==> config.mk <==
export PLATFORM = sky130hd
export DESIGN_NAME = approx_mul_err_monitor_flat
export DESIGN_NICKNAME = d
export VERILOG_FILES = /design/src/rtl/approx_eval_pkg.sv /design/src/rtl/approx_mul_err_monitor_if.sv /design/src/rtl/approx_ed_stage.sv /design/src/rtl/approx_mul_err_monitor.sv /design/src/flat_wrapper.sv
export SDC_FILE = /design/constraint.sdc
export NUM_CORES = 1
export LEC_CHECK = 0
export BUFFER_PORTS_ARGS = -buffer_cell sky130_fd_sc_hd__buf_2
export CORE_MARGIN = 1
export CORE_UTILIZATION = 50
export CTS_CLUSTER_SIZE = 14
export DETAILED_ROUTE_END_ITERATION = 7
export MAX_ROUTING_LAYER = met4
export PLACE_DENSITY = 0.81
export SLEW_MARGIN = 20
export SYNTH_ARGS = -nofsm -noshare
export SYNTH_HDL_FRONTEND = slang
export SYNTH_SLANG_ARGS = --single-unit
==> constraint.sdc <==
create_clock -name clk -period 7.75 [get_ports clk]
set_input_delay 0 -clock clk [delete_from_list [all_inputs] [get_ports clk]]
set_output_delay 0 -clock clk [all_outputs]
set_load 0.005 [all_outputs]
==> src/rtl/approx_eval_pkg.sv <==
// rtl/approx_eval_pkg.sv - shared types and constants for approximate-multiplier evaluation
// Purpose: FSM state encoding, default operand width / window size and the
//          ED-width helper used by the monitor, its ED stage and its interface.
// Ports:   none (package).
package approx_eval_pkg;

  typedef enum logic [1:0] {
    IDLE  = 2'd0,
    RUN   = 2'd1,
    DRAIN = 2'd2,
    DONE  = 2'd3
  } state_t;

  localparam int DEF_WIDTH     = 8;
  localparam int DEF_N_SAMPLES = 65536;

  // Error distance between two PW-bit unsigned products needs the full product width.
  function automatic int ed_width(input int width);
    return 2 * width;
  endfunction

endpackage

==> src/rtl/approx_mul_err_monitor_if.sv <==
// rtl/approx_mul_err_monitor_if.sv - sample/stats bus of the error monitor
// Purpose: groups the start/sample handshake and the statistics outputs.
// Ports:   master = sample source / host side, slave = monitor side.
//          start, in_valid, a_in, b_in, prod_apx : master -> slave
//          in_ready, busy, done, stats_valid,
//          err_cnt, ed_sum, ed_max               : slave -> master
interface approx_mul_err_monitor_if
  import approx_eval_pkg::*;
#(
  parameter int WIDTH     = DEF_WIDTH,
  parameter int N_SAMPLES = DEF_N_SAMPLES
) ();

  localparam int PW    = ed_width(WIDTH);
  localparam int CNT_W = $clog2(N_SAMPLES + 1);
  localparam int SUM_W = PW + CNT_W;

  logic             start;
  logic             in_valid;
  logic             in_ready;
  logic [WIDTH-1:0] a_in;
  logic [WIDTH-1:0] b_in;
  logic [PW-1:0]    prod_apx;
  logic             busy;
  logic             done;
  logic             stats_valid;
  logic [CNT_W-1:0] err_cnt;
  logic [SUM_W-1:0] ed_sum;
  logic [PW-1:0]    ed_max;

  modport master (
    output start, in_valid, a_in, b_in, prod_apx,
    input  in_ready, busy, done, stats_valid, err_cnt, ed_sum, ed_max
  );

  modport slave (
    input  start, in_valid, a_in, b_in, prod_apx,
    output in_ready, busy, done, stats_valid, err_cnt, ed_sum, ed_max
  );

endinterface

==> src/rtl/approx_ed_stage.sv <==
// rtl/approx_ed_stage.sv - two-stage exact multiply and error-distance pipeline
// Purpose: S1 registers the operands and approximate product; S2 registers
//          ED = |a*b - prod_apx| together with its valid.
// Ports:   clk, rst_n          clock, async active-low reset
//          valid_i, a_i, b_i,
//          apx_i               accepted sample
//          ed_o, valid_o       error distance and its valid (S2 output)
//          pend_o              any stage holds a sample
module approx_ed_stage
  import approx_eval_pkg::*;
#(
  parameter int WIDTH = DEF_WIDTH,
  localparam int PW   = ed_width(WIDTH)
) (
  input  logic             clk,
  input  logic             rst_n,
  input  logic             valid_i,
  input  logic [WIDTH-1:0] a_i,
  input  logic [WIDTH-1:0] b_i,
  input  logic [PW-1:0]    apx_i,
  output logic [PW-1:0]    ed_o,
  output logic             valid_o,
  output logic             pend_o
);

  logic [WIDTH-1:0] a_q, b_q;
  logic [PW-1:0]    apx_q, ed_q, ed_d, exact;
  logic             v1_q, v2_q;

  always_comb begin
    exact = PW'(a_q) * PW'(b_q);
    // Overestimates and underestimates both count as plain distance.
    ed_d  = (exact >= apx_q) ? (exact - apx_q) : (apx_q - exact);
  end

  always_ff @(posedge clk or negedge rst_n) begin
    if (!rst_n) begin
      a_q   <= '0;
      b_q   <= '0;
      apx_q <= '0;
      v1_q  <= 1'b0;
      ed_q  <= '0;
      v2_q  <= 1'b0;
    end else begin
      v1_q <= valid_i;
      if (valid_i) begin
        a_q   <= a_i;
        b_q   <= b_i;
        apx_q <= apx_i;
      end
      v2_q <= v1_q;
      if (v1_q) ed_q <= ed_d;
    end
  end

  assign ed_o    = ed_q;
  assign valid_o = v2_q;
  assign pend_o  = v1_q | v2_q;

endmodule

==> src/rtl/approx_mul_err_monitor.sv <==
// rtl/approx_mul_err_monitor.sv - windowed error statistics for 8x8 approximate multipliers
// Purpose: accepts N_SAMPLES (a, b, prod_apx) samples per window, recomputes the
//          exact product and accumulates error count, ED sum (saturating) and max ED.
// Ports:   clk, rst_n  clock, async active-low reset
//          bus         approx_mul_err_monitor_if.slave (handshake + stats)
module approx_mul_err_monitor
  import approx_eval_pkg::*;
#(
  parameter int WIDTH     = DEF_WIDTH,
  parameter int N_SAMPLES = DEF_N_SAMPLES
) (
  input logic                      clk,
  input logic                      rst_n,
  approx_mul_err_monitor_if.slave  bus
);

  localparam int PW    = ed_width(WIDTH);
  localparam int CNT_W = $clog2(N_SAMPLES + 1);
  localparam int SUM_W = PW + CNT_W;
  localparam logic [CNT_W-1:0] N_CNT = CNT_W'(N_SAMPLES);

  state_t           state_q, state_d;
  logic [CNT_W-1:0] cnt_q, cnt_d;
  logic [CNT_W-1:0] err_q, err_d;
  logic [SUM_W-1:0] sum_q, sum_d;
  logic [SUM_W:0]   sum_ext;
  logic [PW-1:0]    max_q, max_d;
  logic             done_q, done_d;
  logic             sv_q, sv_d;
  logic             accept, clr;
  logic [PW-1:0]    ed;
  logic             ed_valid, pend;

  assign bus.in_ready = (state_q == RUN) && (cnt_q < N_CNT);
  assign accept       = bus.in_valid && bus.in_ready;

  approx_ed_stage #(.WIDTH(WIDTH)) u_ed (
    .clk     (clk),
    .rst_n   (rst_n),
    .valid_i (accept),
    .a_i     (bus.a_in),
    .b_i     (bus.b_in),
    .apx_i   (bus.prod_apx),
    .ed_o    (ed),
    .valid_o (ed_valid),
    .pend_o  (pend)
  );

  always_comb begin
    state_d = state_q;
    cnt_d   = cnt_q;
    done_d  = 1'b0;
    sv_d    = sv_q;
    clr     = 1'b0;
    case (state_q)
      IDLE, DONE: begin
        if (bus.start) begin
          state_d = RUN;
          cnt_d   = '0;
          sv_d    = 1'b0;
          clr     = 1'b1;
        end
      end
      RUN: begin
        if (accept) begin
          cnt_d = cnt_q + CNT_W'(1);
          if (cnt_d == N_CNT) state_d = DRAIN;
        end
      end
      DRAIN: begin
        // Leaves one cycle after the last sample has left S2 and been accumulated.
        if (!pend) begin
          state_d = DONE;
          done_d  = 1'b1;
          sv_d    = 1'b1;
        end
      end
      default: state_d = IDLE;
    endcase
  end

  always_comb begin
    err_d   = err_q;
    sum_d   = sum_q;
    max_d   = max_q;
    sum_ext = {1'b0, sum_q} + (SUM_W + 1)'(ed);
    if (clr) begin
      err_d = '0;
      sum_d = '0;
      max_d = '0;
    end else if (ed_valid) begin
      err_d = err_q + CNT_W'(ed != '0);
      sum_d = sum_ext[SUM_W] ? {SUM_W{1'b1}} : sum_ext[SUM_W-1:0];
      if (ed > max_q) max_d = ed;
    end
  end

  always_ff @(posedge clk or negedge rst_n) begin
    if (!rst_n) begin
      state_q <= IDLE;
      cnt_q   <= '0;
      err_q   <= '0;
      sum_q   <= '0;
      max_q   <= '0;
      done_q  <= 1'b0;
      sv_q    <= 1'b0;
    end else begin
      state_q <= state_d;
      cnt_q   <= cnt_d;
      err_q   <= err_d;
      sum_q   <= sum_d;
      max_q   <= max_d;
      done_q  <= done_d;
      sv_q    <= sv_d;
    end
  end

  assign bus.busy        = (state_q == RUN) || (state_q == DRAIN);
  assign bus.done        = done_q;
  assign bus.stats_valid = sv_q;
  assign bus.err_cnt     = err_q;
  assign bus.ed_sum      = sum_q;
  assign bus.ed_max      = max_q;

endmodule

==> src/flat_wrapper.sv <==
// flat-port wrapper written by rule: the top's interface ports become plain ports
module approx_mul_err_monitor_flat import approx_eval_pkg::*;
#(
  parameter int WIDTH     = DEF_WIDTH,
  parameter int N_SAMPLES = DEF_N_SAMPLES
)
  (clk, rst_n, bus_start, bus_in_valid, bus_a_in, bus_b_in, bus_prod_apx, bus_in_ready, bus_busy, bus_done, bus_stats_valid, bus_err_cnt, bus_ed_sum, bus_ed_max);
  approx_mul_err_monitor_if #(.WIDTH(WIDTH), .N_SAMPLES(N_SAMPLES)) bus_i ();
  input logic clk;
  input logic rst_n;
  input wire logic [$bits(bus_i.start)-1:0] bus_start;
  input wire logic [$bits(bus_i.in_valid)-1:0] bus_in_valid;
  input wire logic [$bits(bus_i.a_in)-1:0] bus_a_in;
  input wire logic [$bits(bus_i.b_in)-1:0] bus_b_in;
  input wire logic [$bits(bus_i.prod_apx)-1:0] bus_prod_apx;
  output wire logic [$bits(bus_i.in_ready)-1:0] bus_in_ready;
  output wire logic [$bits(bus_i.busy)-1:0] bus_busy;
  output wire logic [$bits(bus_i.done)-1:0] bus_done;
  output wire logic [$bits(bus_i.stats_valid)-1:0] bus_stats_valid;
  output wire logic [$bits(bus_i.err_cnt)-1:0] bus_err_cnt;
  output wire logic [$bits(bus_i.ed_sum)-1:0] bus_ed_sum;
  output wire logic [$bits(bus_i.ed_max)-1:0] bus_ed_max;
  assign bus_i.start = bus_start;
  assign bus_i.in_valid = bus_in_valid;
  assign bus_i.a_in = bus_a_in;
  assign bus_i.b_in = bus_b_in;
  assign bus_i.prod_apx = bus_prod_apx;
  assign bus_in_ready = bus_i.in_ready;
  assign bus_busy = bus_i.busy;
  assign bus_done = bus_i.done;
  assign bus_stats_valid = bus_i.stats_valid;
  assign bus_err_cnt = bus_i.err_cnt;
  assign bus_ed_sum = bus_i.ed_sum;
  assign bus_ed_max = bus_i.ed_max;
  approx_mul_err_monitor #(.WIDTH(WIDTH), .N_SAMPLES(N_SAMPLES)) u_core (.clk(clk), .rst_n(rst_n), .bus(bus_i));
endmodule
# After elaboration in Yosys (flattened, before gate mapping)
# Index checks and enable logic that the tools add are counted.
[op_classes]
addsub = 5
multipliers = 1
div = 0
n_lt_le_gt_ge = 3
n_eq_ne = 8
shifts = 0
n_mux = 24
n_bitwise = 1
reduce_logical = 14
[ops]
columns = ["cell", "count"]
rows = [
  ["$mux W33", 3],
  ["$mux W17", 4],
  ["$mux W16", 4],
  ["$add A33 B16 Y34", 1],
  ["$pmux W17 S2", 1],
  ["$sub A16 B16 Y16", 2],
  ["$add A17 B1 Y17", 1],
  ["$add A17 B1 Y17 const B", 1],
  ["$eq A17 B17 Y1 const B", 1],
  ["$lt A17 B17 Y1 const B", 1],
  ["$ge A16 B16 Y1", 1],
  ["$gt A16 B16 Y1", 1],
  ["$mul A8 B8 Y16", 1],
  ["$reduce_bool A16 Y1", 1],
  ["$mux W2", 4],
  ["$ne A2 B2 Y1 const B", 4],
  ["$reduce_bool A2 Y1", 4],
  ["$mux W1", 6],
  ["$pmux W2 S3", 1],
  ["$reduce_and A3 Y1", 2],
  ["$eq A2 B2 Y1 const B", 2],
  ["$reduce_and A4 Y1", 1],
  ["$eq A2 B1 Y1 const B", 1],
  ["$logic_and A1 B1 Y1", 2],
  ["6 further kinds", 6],
]
[word_totals]
register_bits = 137
latch_bits = 0
mem_bits_rw = 0
rom_bits = 0
in_bits = 36
output_inout_bits = 70
word_cells = 69
n_memories = 0

# Logic depth before layout (Yosys ltp)
[depth]
ltp_word = 5
mapped_depth = 29
mapped_depth_nobuf = 26

# Modules after synthesis
# A second synthesis with hierarchy kept.
[unflattened]
cells_unflattened = 1214
hier_area_um2 = 10914.2
[by_module_without_submodules]
columns = ["module", "n_inst", "cells_per_inst", "area_per_inst_um2", "seq_area_each_um2"]
rows = [
  ["approx_mul_err_monitor", 1, 627, 5542.8, 2177.1],
  ["approx_ed_stage", 1, 587, 5371.4, 1251.2],
]

# Worst setup path before layout
# OpenSTA, ideal clock, no wires.
[synth_timing]
kind = "register to register"
start = "register u_core.u_ed.a_q[1]"
end = "register u_core.u_ed.ed_q[3], in the netlist u_core.u_ed.ed_o[3]"
setup_ns = 0.125
t_arrival_ns = 5.957
t_required_ns = 7.625
slack_ns = 1.668
path_stages_with_launch = 27
path_buffers = 2
synth_period_minus_slack_ns = 6.082
path_cell_list = "dfrtp_1 and2_1 fa_1 fa_1 fa_1 inv_1 fa_1 inv_1 ha_1 nor3_1 nor2_1 a31oi_1 nor2b_1 o21a_1 nor2_1 xnor2_1 ha_1 clkbuf_1 a21o_1 a211oi_1 a21o_1 a31oi_1 buf_6 a211oi_1 a31oi_1 xor2_1 mux2_2"
[synth_via]
elab_chain_cells = 3
elab_cells_between_ends = 5
cone_classes = "2 x add/sub; 1 x mul; 1 x order compare; 1 x mux"
[synth_lines]
columns = ["element", "line", "source"]
rows = [
  ["start: declaration", "approx_ed_stage.sv:26", "logic [WIDTH-1:0] a_q, b_q;"],
  ["start signal: assignment", "approx_ed_stage.sv:47", "a_q <= a_i;"],
  ["$mul A8 B8 Y16 *", "approx_ed_stage.sv:31", "exact = PW'(a_q) * PW'(b_q);"],
  ["$sub A16 B16 Y16 or $ge A16 B16 Y1 (tied branches)", "approx_ed_stage.sv:33", "ed_d = (exact >= apx_q) ? (exact - apx_q) : (apx_q - exact);"],
  ["$mux W16 *", "approx_ed_stage.sv:33", ""],
  ["end signal: assignment", "approx_ed_stage.sv:42", "ed_q <= '0;"],
  ["end signal: assignment", "approx_ed_stage.sv:52", "if (v1_q) ed_q <= ed_d;"],
  ["end: declaration", "approx_ed_stage.sv:27", "logic [PW-1:0] apx_q, ed_q, ed_d, exact;"],
]
# Mark *: on every way between the ends. The rest lies on a longest branch, timed or not.
# A chain may end at the register's enable or synchronous reset.

# Final worst setup path
[layout_timing]
start = "register u_core.u_ed.a_q[0]"
end = "register u_core.u_ed.ed_q[2], in the netlist u_core.u_ed.ed_o[2]"
# Same word-level chain as after synthesis.

==> results.yml <==
run_status:
  status: "complete, no violations"
yosys:
  async_flop_share_pct: 100.0
  synth_top_area_share_pct: 31.44
  netlist.top_cell.by_area: "dfrtp_1"
  seq_area_frac_synth_pct: 31.44
  synth_cell_types: 70
  synth_area_sq_mm: 0.01091
  synthTopCellsByArea: "dfrtp_1 31%, ha_1 12%, fa_1 7.2%"
  synth_area_per_cell_sq_um: 8.683
  ys_ff_latch: 137
  synth_edf_count: 0
  synth_cells: 1256
  synth_nets: 1436
  yosysWarnings: 0
  synth_top_flop_cell: "dfrtp_1"
clock_tree:
  clk_pin_slew_ns: 0.07
  clk_latency_ns: 0.43
  h-tree-depth: 4
  cts.sinks: 137
  post_cts_resized: 0
  cts_made_buffers: 17
  clockBufferDepth: 2
  root_buffer: "clkbuf_16"
  tritoncts: "built"
timing:
  clock_skew_ns: 0.01415
  max_slew_margin_pct: 31.97
  grt_setup_unrepaired: "no"
  fmax_mhz: 145.5
  fin_crit_sh_pct: 88.68
  tns_ns: 0
  finalHoldViolCount: 0
  period_needed_ns: 6.873
  worst_pin_slew_ns: 1.020
  setup_viol: 0
  final_max_slew_viol_count: 0
  worst_slack_ns: 0.8770
die:
  die_h_microns: 149.7
  num_rows: 53
  die_area_sq_mm: 0.02241
  fp.coreArea_sq_mm: 0.02122
  io_pins: 106
  die_w_microns: 149.7
  start_util_pct: 51.39
global_routing:
  grt_max_degree: 72
  grt_use_total_pct: 25.41
  antenna_found_initial: 0
  grt_pass1_vias: 9279
  grt_overflow: 0
  grt_pass1_wl_mm: 44.08
placed_design:
  place_congestion: 0.9300
  place_ws_ns: 1.029
  io_buffers: 105
  hpwl_mm: 18.87
pwr:
  p_int_mw: 2.676
  power.density_mw_per_mm2: 399.0
  combinationalPowerShare_pct: 60.9
  p_seq_share_pct: 23.2
  power_mw: 5.000
  clock_power_share_pct: 16.0
  power_leakage_nw: 6.017
  switching_share_pct: 46.49
  p_sw_mw: 2.324
  ir_drop_uv: 186.2
critical_path:
  critical_path_required_ns: 8.06
  reg2reg_setup_slack_ns: 0.88
  rr_endpoint: "u_core.u_ed.ed_o[2]"
  reg2reg_depth: 25
  path_max_fanout: 12
  r2r_start: "u_core.u_ed.a_q[0]"
  end_kind: "flip-flop"
  cp-startpoint: "u_core.u_ed.a_q[0]"
  path_class: "flip-flop to flip-flop"
  crit_arrival_ns: 7.18
  cp-start-kind: "flip-flop"
routing:
  post_drt_via_cell_ratio: 5.667
  wl_mm: 26.32
  antenna_left: 0
  drc: 0
  first_pass_iters: 5
  first_iter_violations: 564
  num_vias: 9402
  wl_per_cell_microns: 15.86
cells_and_area:
  antenna_cells: 0
  layout_common_cells: "139 x nand2_1, 137 x dfrtp_1, 115 x inv_1"
  layout.nets: 1551
  syn2layout_area_growth_pct: 14.91
  seqCellArea_sq_mm: 0.003428
  drive_above_1_share_pct: 12.43
  fillers: 1835
  utilization_pct: 59.06
  final_common_cell: "nand2_1"
  multi_input_area_sq_mm: 0.006839
hold_path:
  hold_path.class: "input pin to async pin"
run:
  max_cap_viol_count: 0
-- worst max-delay path, cell delays in order, from the launching register on --
cell      delay [ns]
dfrtp_1         0.48
and2_1          0.24
fa_1            0.48
fa_1            0.49
ha_1            0.29
inv_1           0.05
fa_1            0.53
inv_1           0.04
ha_1            0.33
a21o_1          0.20
a21oi_1         0.28
o21ai_0         0.16
a31oi_1         0.30
nor2b_1         0.08
o21a_1          0.20
nor2_1          0.19
xnor2_1         0.10
ha_1            0.41
a21o_1          0.20
a211oi_1        0.11
a21o_1          0.20
a31oi_2         0.46
buf_4           0.31
mux2i_1         0.27
xnor2_1         0.08
mux2_2          0.26
-- per-stage QoR --
step	instances	area (sq um)	hold slack (ns)
final	1659	12530	0.1136
after global routing	1659	12530	0.1780
after CTS	1659	12530	0.1461
after detailed placement	1593	11630	0.03679
after global placement	1593	11630	0.03538
after floorplan	1256	10910	-0.2956
-- Yosys cell counts, drive strengths merged, types with 14 or more instances --
cell / count
a21o: 31
a21oi: 63
a31oi: 33
and2: 69
buf: 15
clkbuf: 35
dfrtp: 137
fa: 39
ha: 105
inv: 115
nand2: 139
nand3: 38
nand4: 15
nor2: 74
nor2b: 14
nor3: 22
o21ai: 101
o31ai: 14
xnor2: 18
xor2: 36
-- kinds of logic after synthesis --
kind of cell	Yosys count	share of synthesized area (%)
adder cells (fa/ha/maj)	144	19.21
flip-flops	137	31.44
buffers and inverters	165	6.035
AO/OA/AOI/OAI	312	18.09
XOR/XNOR	54	4.337
AND/OR/NAND/NOR	429	19.47
multiplexers	15	1.423
-- what timing repair did --
item,CTS,global route
setup buffers,0,0
hold buffers,34,0
setup endpoints to repair,0,0
endpoints found under the hold margin,100,0
-- power groups by stage --
stage / combinational (mW) / clock, mW / sequential [mW]
after floorplan: 2.34 / 0 / 1.10
after global placement: 2.89 / 0 / 1.15
after detailed placement: 2.97 / 0 / 1.17
after CTS: 3.03 / 0.809 / 1.15
after global routing: 3.42 / 0.842 / 1.19
final: 3.04 / 0.798 / 1.16
-- how the worst max path moves through the flow --
stage	end	slack, ns	cells after the start
2_1_floorplan	u_core.u_ed.ed_o[3]	1.67	26
3_3_place_gp	u_core.u_ed.ed_o[3]	1.22	25
3_5_place_dp	u_core.u_ed.ed_o[3]	1.03	24
4_1_cts	u_core.u_ed.ed_o[2]	0.93	25
5_1_grt	u_core.u_ed.ed_o[3]	0.39	25
6_report	u_core.u_ed.ed_o[2]	0.88	25
-- flip-flops by register name (all words and copies together) (netlist names) --
| register | flops |
|---|---|
| u_core.bus.stats_valid | 1 |
| u_core.bus.ed_max | 16 |
| u_core.u_ed.ed_o | 16 |
| u_core.u_ed.a_q | 8 |
| u_core.state_q | 2 |
| u_core.u_ed.v1_q | 1 |
| u_core.bus.err_cnt | 17 |
| u_core.cnt_q | 17 |
| u_core.u_ed.b_q | 8 |
| u_core.bus.ed_sum | 33 |
| u_core.u_ed.apx_q | 16 |
| u_core.u_ed.valid_o | 1 |
| u_core.bus.done | 1 |
-- metal layers --
metal	track usage, %	vias up	share of wire (%)
met1	31.21	4506	44
li1	-	4587	-
met2	42.82	262	49
met5	-	-	0
met4	9.545	0	2.5
met3	2.988	47	4.3
-- final cells by class --
class                           instances  share of cell area, %
Multi-Input combinational cell        954                  54.57
Sequential cell                       137                  27.36
Timing Repair Buffer                  146                  7.378
Clock buffer                           18                  3.504
Inverter                              115                  3.444
Tap cell                              275                  2.746
Clock inverter                         14                 0.9984
(Power assumes the default switching activity.)
